<file path="src/rtl/pipe_ctrl_if.sv">
// Data-memory handshake between the pipeline sequencer (master) and the data memory (slave).
interface pipe_ctrl_if;
    logic mem_req;
    logic mem_ack;

    modport master (output mem_req, input mem_ack);
    modport slave  (input mem_req, output mem_ack);
endinterface

</file>
<file path="src/rtl/pipe_ctrl.sv">
// Three-stage (IF/ID/IE) pipeline sequencer: stage enables, valid tags, load-use bubbles,
// predictor squashes, halt and the data-memory handshake with timeout.
module pipe_ctrl #(
    parameter int unsigned MEM_TIMEOUT = 8
) (
    input  logic        clock,
    input  logic        reset,
    input  logic        run,
    input  logic [1:0]  flash,
    input  logic [2:0]  id_rs,
    input  logic [2:0]  id_rt,
    input  logic [2:0]  ie_rd,
    input  logic        ie_is_load,
    input  logic        ie_mem,
    input  logic        ie_halt,
    pipe_ctrl_if.master mem,
    output logic        pc_en,
    output logic        if_en,
    output logic        id_en,
    output logic        ie_en,
    output logic        if_valid,
    output logic        id_valid,
    output logic        ie_valid,
    output logic        wb_en,
    output logic [1:0]  state,
    output logic        err,
    output logic [7:0]  stall_cnt
);

    typedef enum logic [1:0] {
        S_IDLE    = 2'b00,
        S_RUN     = 2'b01,
        S_MEMWAIT = 2'b10,
        S_HALT    = 2'b11
    } state_e;

    state_e     state_q, state_d;
    logic       if_valid_d, id_valid_d, ie_valid_d;
    logic       err_d;
    logic [7:0] tcnt_q, tcnt_d;
    logic       stall_inc;
    logic       advance;

    logic mreq;
    logic lu;
    logic flush;

    assign mreq  = ie_valid & ie_mem;
    assign lu    = ie_valid & ie_is_load & id_valid & (ie_rd != 3'd0) &
                   ((id_rs == ie_rd) | (id_rt == ie_rd));
    assign flush = (flash == 2'b01) | (flash == 2'b10);
    assign state = state_q;

    always_comb begin
        // NOTE: every signal written here gets a default first, so no path leaves it unassigned and no latch is inferred.
        state_d     = state_q;
        if_valid_d  = if_valid;
        id_valid_d  = id_valid;
        ie_valid_d  = ie_valid;
        err_d       = err;
        tcnt_d      = tcnt_q;
        stall_inc   = 1'b0;
        advance     = 1'b0;
        pc_en       = 1'b0;
        if_en       = 1'b0;
        id_en       = 1'b0;
        ie_en       = 1'b0;
        wb_en       = 1'b0;
        mem.mem_req = 1'b0;

        unique case (state_q)
            S_IDLE: begin
                if (run) begin
                    state_d    = S_RUN;
                    if_valid_d = 1'b0;
                    id_valid_d = 1'b0;
                    ie_valid_d = 1'b0;
                end
            end
            S_RUN: begin
                mem.mem_req = mreq;
                if (mreq && !mem.mem_ack) begin
                    state_d   = S_MEMWAIT;
                    tcnt_d    = 8'd1;
                    stall_inc = 1'b1;
                end else begin
                    advance = 1'b1;
                end
            end
            S_MEMWAIT: begin
                mem.mem_req = 1'b1;
                // The ack cycle lets the pipeline move, so only the frozen cycles count as stalls.
                if (mem.mem_ack) begin
                    advance = 1'b1;
                end else if (tcnt_q == 8'(MEM_TIMEOUT)) begin
                    state_d    = S_HALT;
                    err_d      = 1'b1;
                    if_valid_d = 1'b0;
                    id_valid_d = 1'b0;
                    ie_valid_d = 1'b0;
                    stall_inc  = 1'b1;
                end else begin
                    tcnt_d    = tcnt_q + 8'd1;
                    stall_inc = 1'b1;
                end
            end
            S_HALT: begin
                if (!run) begin
                    state_d = S_IDLE;
                end
            end
        endcase

        if (advance) begin
            state_d = S_RUN;
            if (flush) begin
                // A predictor squash outranks the load-use hazard: the squashed slots carry nothing to stall for.
                pc_en      = 1'b1;
                if_en      = 1'b1;
                id_en      = 1'b1;
                ie_en      = 1'b1;
                if_valid_d = 1'b1;
                id_valid_d = 1'b0;
                ie_valid_d = (flash == 2'b01) ? id_valid : 1'b0;
            end else if (lu) begin
                ie_en      = 1'b1;
                ie_valid_d = 1'b0;
                stall_inc  = 1'b1;
            end else begin
                pc_en      = 1'b1;
                if_en      = 1'b1;
                id_en      = 1'b1;
                ie_en      = 1'b1;
                if_valid_d = 1'b1;
                id_valid_d = if_valid;
                ie_valid_d = id_valid;
            end

            wb_en = ie_valid & ie_en;
            if (wb_en && ie_halt) begin
                state_d    = S_HALT;
                if_valid_d = 1'b0;
                id_valid_d = 1'b0;
                ie_valid_d = 1'b0;
            end
        end
    end

    always_ff @(posedge clock or negedge reset) begin
        if (!reset) begin
            state_q   <= S_IDLE;
            if_valid  <= 1'b0;
            id_valid  <= 1'b0;
            ie_valid  <= 1'b0;
            err       <= 1'b0;
            tcnt_q    <= 8'd0;
            stall_cnt <= 8'd0;
        end else begin
            // NOTE: non-blocking assignments so every register samples the pre-edge values of the others.
            state_q  <= state_d;
            if_valid <= if_valid_d;
            id_valid <= id_valid_d;
            ie_valid <= ie_valid_d;
            err      <= err_d;
            tcnt_q   <= tcnt_d;
            if (stall_inc && (stall_cnt != 8'hFF)) begin
                stall_cnt <= stall_cnt + 8'd1;
            end
        end
    end

endmodule

</file>
<file path="src/flat_wrapper.sv">
// flat-port wrapper written by rule: the top's interface ports become plain ports
module pipe_ctrl_flat 
#(
    parameter int unsigned MEM_TIMEOUT = 8
)
  (clock, reset, run, flash, id_rs, id_rt, ie_rd, ie_is_load, ie_mem, ie_halt, pc_en, if_en, id_en, ie_en, if_valid, id_valid, ie_valid, wb_en, state, err, stall_cnt, mem_mem_req, mem_mem_ack);
  pipe_ctrl_if mem_i ();
  input  logic clock;
  input  logic reset;
  input  logic run;
  input  logic [1:0] flash;
  input  logic [2:0] id_rs;
  input  logic [2:0] id_rt;
  input  logic [2:0] ie_rd;
  input  logic ie_is_load;
  input  logic ie_mem;
  input  logic ie_halt;
  output logic pc_en;
  output logic if_en;
  output logic id_en;
  output logic ie_en;
  output logic if_valid;
  output logic id_valid;
  output logic ie_valid;
  output logic wb_en;
  output logic [1:0] state;
  output logic err;
  output logic [7:0] stall_cnt;
  output wire logic [$bits(mem_i.mem_req)-1:0] mem_mem_req;
  input wire logic [$bits(mem_i.mem_ack)-1:0] mem_mem_ack;
  assign mem_mem_req = mem_i.mem_req;
  assign mem_i.mem_ack = mem_mem_ack;
  pipe_ctrl #(.MEM_TIMEOUT(MEM_TIMEOUT)) u_core (.clock(clock), .reset(reset), .run(run), .flash(flash), .id_rs(id_rs), .id_rt(id_rt), .ie_rd(ie_rd), .ie_is_load(ie_is_load), .ie_mem(ie_mem), .ie_halt(ie_halt), .mem(mem_i), .pc_en(pc_en), .if_en(if_en), .id_en(id_en), .ie_en(ie_en), .if_valid(if_valid), .id_valid(id_valid), .ie_valid(ie_valid), .wb_en(wb_en), .state(state), .err(err), .stall_cnt(stall_cnt));
endmodule
</file>
<file path="config.mk">
export PLATFORM = sky130hd
export DESIGN_NAME = pipe_ctrl_flat
export DESIGN_NICKNAME = d
export VERILOG_FILES = /design/src/rtl/pipe_ctrl_if.sv /design/src/rtl/pipe_ctrl.sv /design/src/flat_wrapper.sv
export SDC_FILE = /design/constraint.sdc
export NUM_CORES = 1
export LEC_CHECK = 0
export BUFFER_PORTS_ARGS = -buffer_cell sky130_fd_sc_hd__buf_2
export CAP_MARGIN = 30
export CELL_PAD_IN_SITES_DETAIL_PLACEMENT = 0
export CELL_PAD_IN_SITES_GLOBAL_PLACEMENT = 1
export CORE_ASPECT_RATIO = 1.5
export CORE_UTILIZATION = 24
export DETAILED_ROUTE_END_ITERATION = 12
export GPL_TIMING_DRIVEN = 0
export HOLD_SLACK_MARGIN = 0.03
export PLACE_DENSITY = 0.58
export SLEW_MARGIN = 20
export SYNTH_ARGS = -nofsm -noshare
export SYNTH_HDL_FRONTEND = slang
export SYNTH_SLANG_ARGS = --single-unit
</file>
<file path="constraint.sdc">
create_clock -name clock -period 2.5 [get_ports clock]
set_clock_uncertainty 0.15 [all_clocks]
set_input_delay 0.5 -clock clock [delete_from_list [all_inputs] [get_ports clock]]
set_output_delay 0.5 -clock clock [all_outputs]
set_load 0.03 [all_outputs]
</file>
==> results of run 1 <==
registers in the layout (all words and copies together), names as in the netlist:
register / cells
u_core.state: 2
u_core.tcnt_q: 8
u_core.stall_cnt: 8
u_core.if_valid: 1
u_core.id_valid: 1
u_core.err: 1
u_core.ie_valid: 1
worst min-delay path by stage:
stage / from / endpoint / slack [ns] / cells past startpoint
detailed placement: u_core.err / u_core.err / 0.30 / 1
global route: reset / u_core.stall_cnt[7] / 0.09 / 1
CTS: reset / u_core.stall_cnt[7] / 0.08 / 1
floorplan: reset / u_core.err / 0.05 / 0
finish: reset / u_core.err / 0.05 / 1
global placement: u_core.err / u_core.err / 0.30 / 1
power groups by stage:
stage | clock (mW) | combinational [mW] | sequential (mW)
floorplan | 0 | 0.630 | 0.562
global placement | 0 | 0.971 | 0.480
detailed placement | 0 | 0.971 | 0.479
CTS | 0.355 | 1.10 | 0.467
global route | 0.372 | 1.22 | 0.478
finish | 0.343 | 1.13 | 0.468
final cells by class:
class	count	area, um2	area share (%)
plain buffers	6	42.5	2.17
clock buffers	3	41.3	2.10
clock inverters	1	30.0	1.53
inverters	10	40.0	2.04
multi-input cells	130	921	46.9
flip-flops and latches	22	553	28.2
well taps	72	90.1	4.59
repair buffers	43	245	12.5
what timing repair did:
action | CTS | global route
setup endpoints to repair | 5 | 4
resized for setup | 11 | 9
buffers inserted | 5 | 1
pin swaps | 1 | 2
cloned | 0 | 0
placed cells by master (no fill, tap or decap), drive strengths merged, types with 4 or more instances in the layout:
cell type  netlist  final
dfrtp           22     22
xnor2           11     11
nor3             6      6
buf              4     48
nand3           12     12
nand2           16     16
nor2            14     14
ha               8      8
inv             10     10
nand4            4      4
clkbuf           2      4
o21ai           13     13
a21oi            5      5
critical path, delay by kind of cell (launching register included):
kind / cells / cell delay (ns)
flip-flops: 1 / 0.44
buffers and inverters: 3 / 0.39
AO/OA/AOI/OAI: 2 / 0.33
AND/OR/NAND/NOR: 1 / 0.18
adder cells (fa/ha/maj): 1 / 0.18
per-layer routing:
layer | up-vias | track usage (%)
met4 | 0 | 4.42
li1 | 688 | -
met5 | - | 0
met3 | 2 | 1.62
met2 | 23 | 21.8
met1 | 636 | 15.4
cell families (layout without fill, tap and decap cells):
| family | Yosys count | after routing |
|---|---|---|
| multiplexers | 6 | 6 |
| adder cells (fa/ha/maj) | 8 | 8 |
| AO/OA/AOI/OAI | 37 | 37 |
| buffers and inverters | 16 | 63 |
| flip-flops | 22 | 22 |
| AND/OR/NAND/NOR | 68 | 68 |
| XOR/XNOR | 11 | 11 |
metrics by stage:
stage	hold WS [ns]	cell area (um2)	instances
detailed placement	0.302	1780	277
global route	0.0880	1960	287
floorplan	0.0544	1510	168
CTS	0.0751	1930	286
global placement	0.301	1780	277
finish	0.0532	1960	287
==> flow_summary.ini, run 1 <==
[outcome]
status = completed

[placed_design]
place_ws_ns = -0.0799
io_buffers = 37
dp_hpwl_mm = 2.81
place_congestion = 0.739

[cts]
cts_tree = built
clock-sinks = 22
ctsHoldBuffers = 0
clockBufferDepth = 2
htree_levels = 1
clk_latency_ns = 0.27
clk_pin_slew_worst_paths_ns = 0.09
cts_buffers = 3
clockRootBuffer = clkbuf_8

[synth]
synthFlopType = dfrtp_1
synth_compound_area_share_pct = 18.0
synthXorXnorAreaFrac_pct = 6.42
synth_adder_area_share_pct = 6.67
synthTopCellsByArea = dfrtp_1 (37%), ha_1 (6.7%), xnor2_1 (6.4%)
ys.warnings.count = 0
synth_area_leader_cell = dfrtp_1
syn_area_per_cell_um2 = 8.93
synth_most_common_cell = dfrtp_1
synth_top_area_share_pct = 36.7
synth_top_family_by_area = simple AND/OR/NAND/NOR gates
syn-num-nets = 194
ys_types = 44
synth-simple-area-share_pct = 22.5
ys_seq_area_share_pct = 36.7
synth_area_um2 = 1500
synth_edf_count = 0
synth_mux_area_share_pct = 4.50
ys_seq_elements = 22
synthCells = 168
synthArstFlopShare_pct = 100
ys_top_cells_by_count = dfrtp_1 (22), nand2_1 (16), nor2_1 (13), o21ai_0 (13), nand3_1 (12)

[power_and_ir_drop]
ir_worst_vdd_mv = 0.359
total_power_mw = 1.95
leakage_nw = 0.862
p_sw_share_pct = 43.5
internal_power_mw = 1.10
clkPwrFrac_pct = 17.6
p_sw_mw = 0.846
power_density_nw_per_um2 = 991
p_comb_share_pct = 58.3
seq_power_share_pct = 24.0

[worst_setup_path]
critPathArrivalTime_ns = 1.77
r2r-start = u_core.state[1]
crit_slowest_cell = dfrtp_2
cp-start-kind = register
worstReg2RegEnd = u_core.stall_cnt[1]
cp_common_cell = buf_4
cp-endpoint = wb_en
reg2reg_depth = 8
crit_type = reg -> out
worst_ep_required_time_ns = 1.85
worstPathCellList = ha_1 -> buf_4 -> o21ai_4 -> a21bo_4 -> inv_4 -> and2_2 -> buf_4
slowest_delay_ns = 0.44
crit_start = u_core.state[1]
end_kind = output pin
r2r_slack_ns = 0.22
cp_max_fo = 8

[timing]
slew_headroom_pct = 65.5
finalCritPeriodShare_pct = 97.0
setup_tns_ns = 0
setup_slack_ns = 0.0757
fmax_mhz = 412
final_hold_viol_count = 0
rsz0062_at_grt = no
setup_viol = 0
finalMaxSlewViolations = 0
tightest_slew_ns = 0.510
finalCriticalPeriod_ns = 2.42

[global_route]
grt_pass1_wl_mm = 6.47
grt_pass1_vias = 1380
grt-ovfl-total = 0
grt_max_degree = 23
antenna_found_initial = 0
grtUsageTotal_pct = 12.5

[finish]
fin_nets = 242
syn2layout_area_growth_pct = 30.9
fill_cells = 630
drive_above_1_share_pct = 34.9
n_antenna_cell = 0
fin_util_pct = 33.2

[floorplan]
initial_core_util_pct = 25.4
rows = 34
die_h_um = 98.8
ios = 38
fp.dieW_um = 66.6
die_area_um2 = 6580
core-area_um2 = 5910

[drt]
drc = 0
met3_length_um = 110
wl_per_cell_um = 13.0
vias_per_cell = 4.70
met2_length_mm = 1.93
num_vias = 1349
first_pass_iters = 4
ant_nets = 0
first_iter_violations = 24
met1Wirelength_mm = 1.65
top_layer_used = met4
postRouteWirelength_mm = 3.72

[hold_path]
hp-class = in -> async

[job]
maxCapViolations = 0
(Power assumes the default switching activity.)
==> run 2: changes to the inputs <==
==> constraint.sdc (replaced) <==
create_clock -name clock -period 2.6 [get_ports clock]
set_clock_uncertainty 0.15 [all_clocks]
set_input_delay 0.52 -clock clock [delete_from_list [all_inputs] [get_ports clock]]
set_output_delay 0.52 -clock clock [all_outputs]
set_load 0.03 [all_outputs]
==> run 2 against run 1 <==
  * Die area is the same
  * Wire length shrank 2.6%
  * Power shrank 7.7%
  * Cell area is 2.2% lower
  * First-iteration DRC count rose by 67%
  * Sequential power decreased by 4.5%
  * Critical path depth rose by 1
  * Sequential share of layout area rose by 0.58 points
  * Utilization down 0.74 points
  * Worst setup slack better by 0.0047 ns
  * Count of clock-buffer cells in the layout did not move
  * Via count down 0.22%
  * Largest cell class unchanged
  * Highest routed layer unchanged
==> flow_summary.ini, run 2 (synthesis gave the netlist of run 1 again) <==
[worst_setup_path]
crit_type = reg -> out
worst_ep_required_time_ns = 1.93
end_kind = output pin
cp_max_fo = 8
critPathArrivalTime_ns = 1.85
cp-start-kind = register

[power_and_ir_drop]
leakage_nw = 0.850
clkPwrFrac_pct = 18.1
internal_power_mw = 1.02
total_power_mw = 1.80
ir_worst_vdd_mv = 0.457
p_comb_share_pct = 57.0
p_sw_share_pct = 43.4
seq_power_share_pct = 24.9
p_sw_mw = 0.779
power_density_nw_per_um2 = 936

[timing]
fmax_mhz = 397
final_hold_viol_count = 0
slew_headroom_pct = 63.9
setup_slack_ns = 0.0805
finalMaxSlewViolations = 0
finalCritPeriodShare_pct = 96.9
finalCriticalPeriod_ns = 2.52
setup_viol = 0
tightest_slew_ns = 0.533
setup_tns_ns = 0

[floorplan]
ios = 38
fp.dieW_um = 66.6
die_h_um = 98.8
rows = 34
die_area_um2 = 6580
initial_core_util_pct = 25.4
core-area_um2 = 5910

[drt]
num_vias = 1346
first_pass_iters = 4
vias_per_cell = 4.71
first_iter_violations = 40
ant_nets = 0
postRouteWirelength_mm = 3.62
wl_per_cell_um = 12.7
drc = 0

[placed_design]
io_buffers = 37
placed_cells = 277
dp_hpwl_mm = 2.79
place_congestion = 0.706
place_ws_ns = 0.00708

[cts]
clockRootBuffer = clkbuf_8
clockBufferDepth = 2
htree_levels = 1
clk_latency_ns = 0.27
clk_pin_slew_worst_paths_ns = 0.09
cts_tree = built
ctsHoldBuffers = 0
clock-sinks = 22
cts_buffers = 3

[finish]
n_antenna_cell = 0
drive_above_1_share_pct = 33.2
fin_cells = 286
syn2layout_area_growth_pct = 27.9
final_common_cell = buf_2
most-common-layout-cells = buf_2 (35), dfrtp_1 (21), nand2_1 (16)
fin_nets = 241

[hold_path]
hp-class = in -> async

[global_route]
grt_max_degree = 23
grt_pass1_vias = 1292
grt_pass1_wl_mm = 6.07
grt-ovfl-total = 0
antenna_found_initial = 0
grtUsageTotal_pct = 11.9

[outcome]
status = completed

[job]
maxCapViolations = 0
## run 2: final cells by class
type / count / area (um2)
fill: 623 / 3990
multi-input combinational: 130 / 896
sequential: 22 / 552
timing repair buffer: 42 / 230
tap: 72 / 90.1
buffer: 6 / 42.5
clock buffer: 3 / 41.3
inverter: 10 / 37.5
clock inverter: 1 / 30.0
## run 2: path summary, 6_finish.rpt
| kind | depth (start not counted) | slack [ns] | end | start |
|---|---|---|---|---|
| max in group asynchronous | 1 | 1.82 | u_core.state[0] | reset |
| worst min-delay path | 1 | 0.08 | u_core.stall_cnt[7] | reset |
| worst max-delay path | 8 | 0.08 | wb_en | u_core.state[0] |
| min in group clock | 1 | 0.33 | u_core.err | u_core.err |
| worst max register to register | 9 | 0.30 | u_core.stall_cnt[1] | u_core.state[0] |
| worst min register to register | 1 | 0.33 | u_core.err | u_core.err |
## run 2: metrics by stage
stage,instance area (um2),util [%],hold WS [ns]
final,1920,32.5,0.0844
after global routing,1920,32.5,0.102
after CTS,1870,31.7,0.0931
after detailed placement,1780,30.1,0.306
after global placement,1780,30.1,0.299
after floorplan,1500,-,0.0744
## run 2: layer usage
layer / share of wire (%) / wire length (um) / vias to the layer above / GRT usage [%]
met5: 0 / 0 / - / 0
met4: 0.66 / 24 / 0 / 3.44
met3: 3.3 / 120 / 2 / 1.85
met2: 52 / 1870 / 28 / 20.3
met1: 44 / 1600 / 626 / 15.0
li1: - / - / 690 / -
## run 2: what timing repair did
item,CTS,global route
resized for setup,7,4
buffers inserted,1,4
setup endpoints to repair,5,4
pin swaps,1,1
## run 2: power groups by stage
stage	clock, mW	combinational [mW]	sequential (mW)
6_report	0.325	1.02	0.447
2_1_floorplan	0	0.606	0.539
3_5_place_dp	0	0.928	0.460
3_3_place_gp	0	0.933	0.460
5_1_grt	0.352	1.12	0.458
4_1_cts	0.339	0.978	0.449
## run 2: critical path: stages, from the launching register on
cell and delay, ns:
dfrtp_2 0.40, inv_2 0.06, ha_1 0.18, clkbuf_4 0.18
o21ai_2 0.15, a21bo_4 0.19, inv_2 0.07, and2_2 0.18
clkbuf_4 0.17
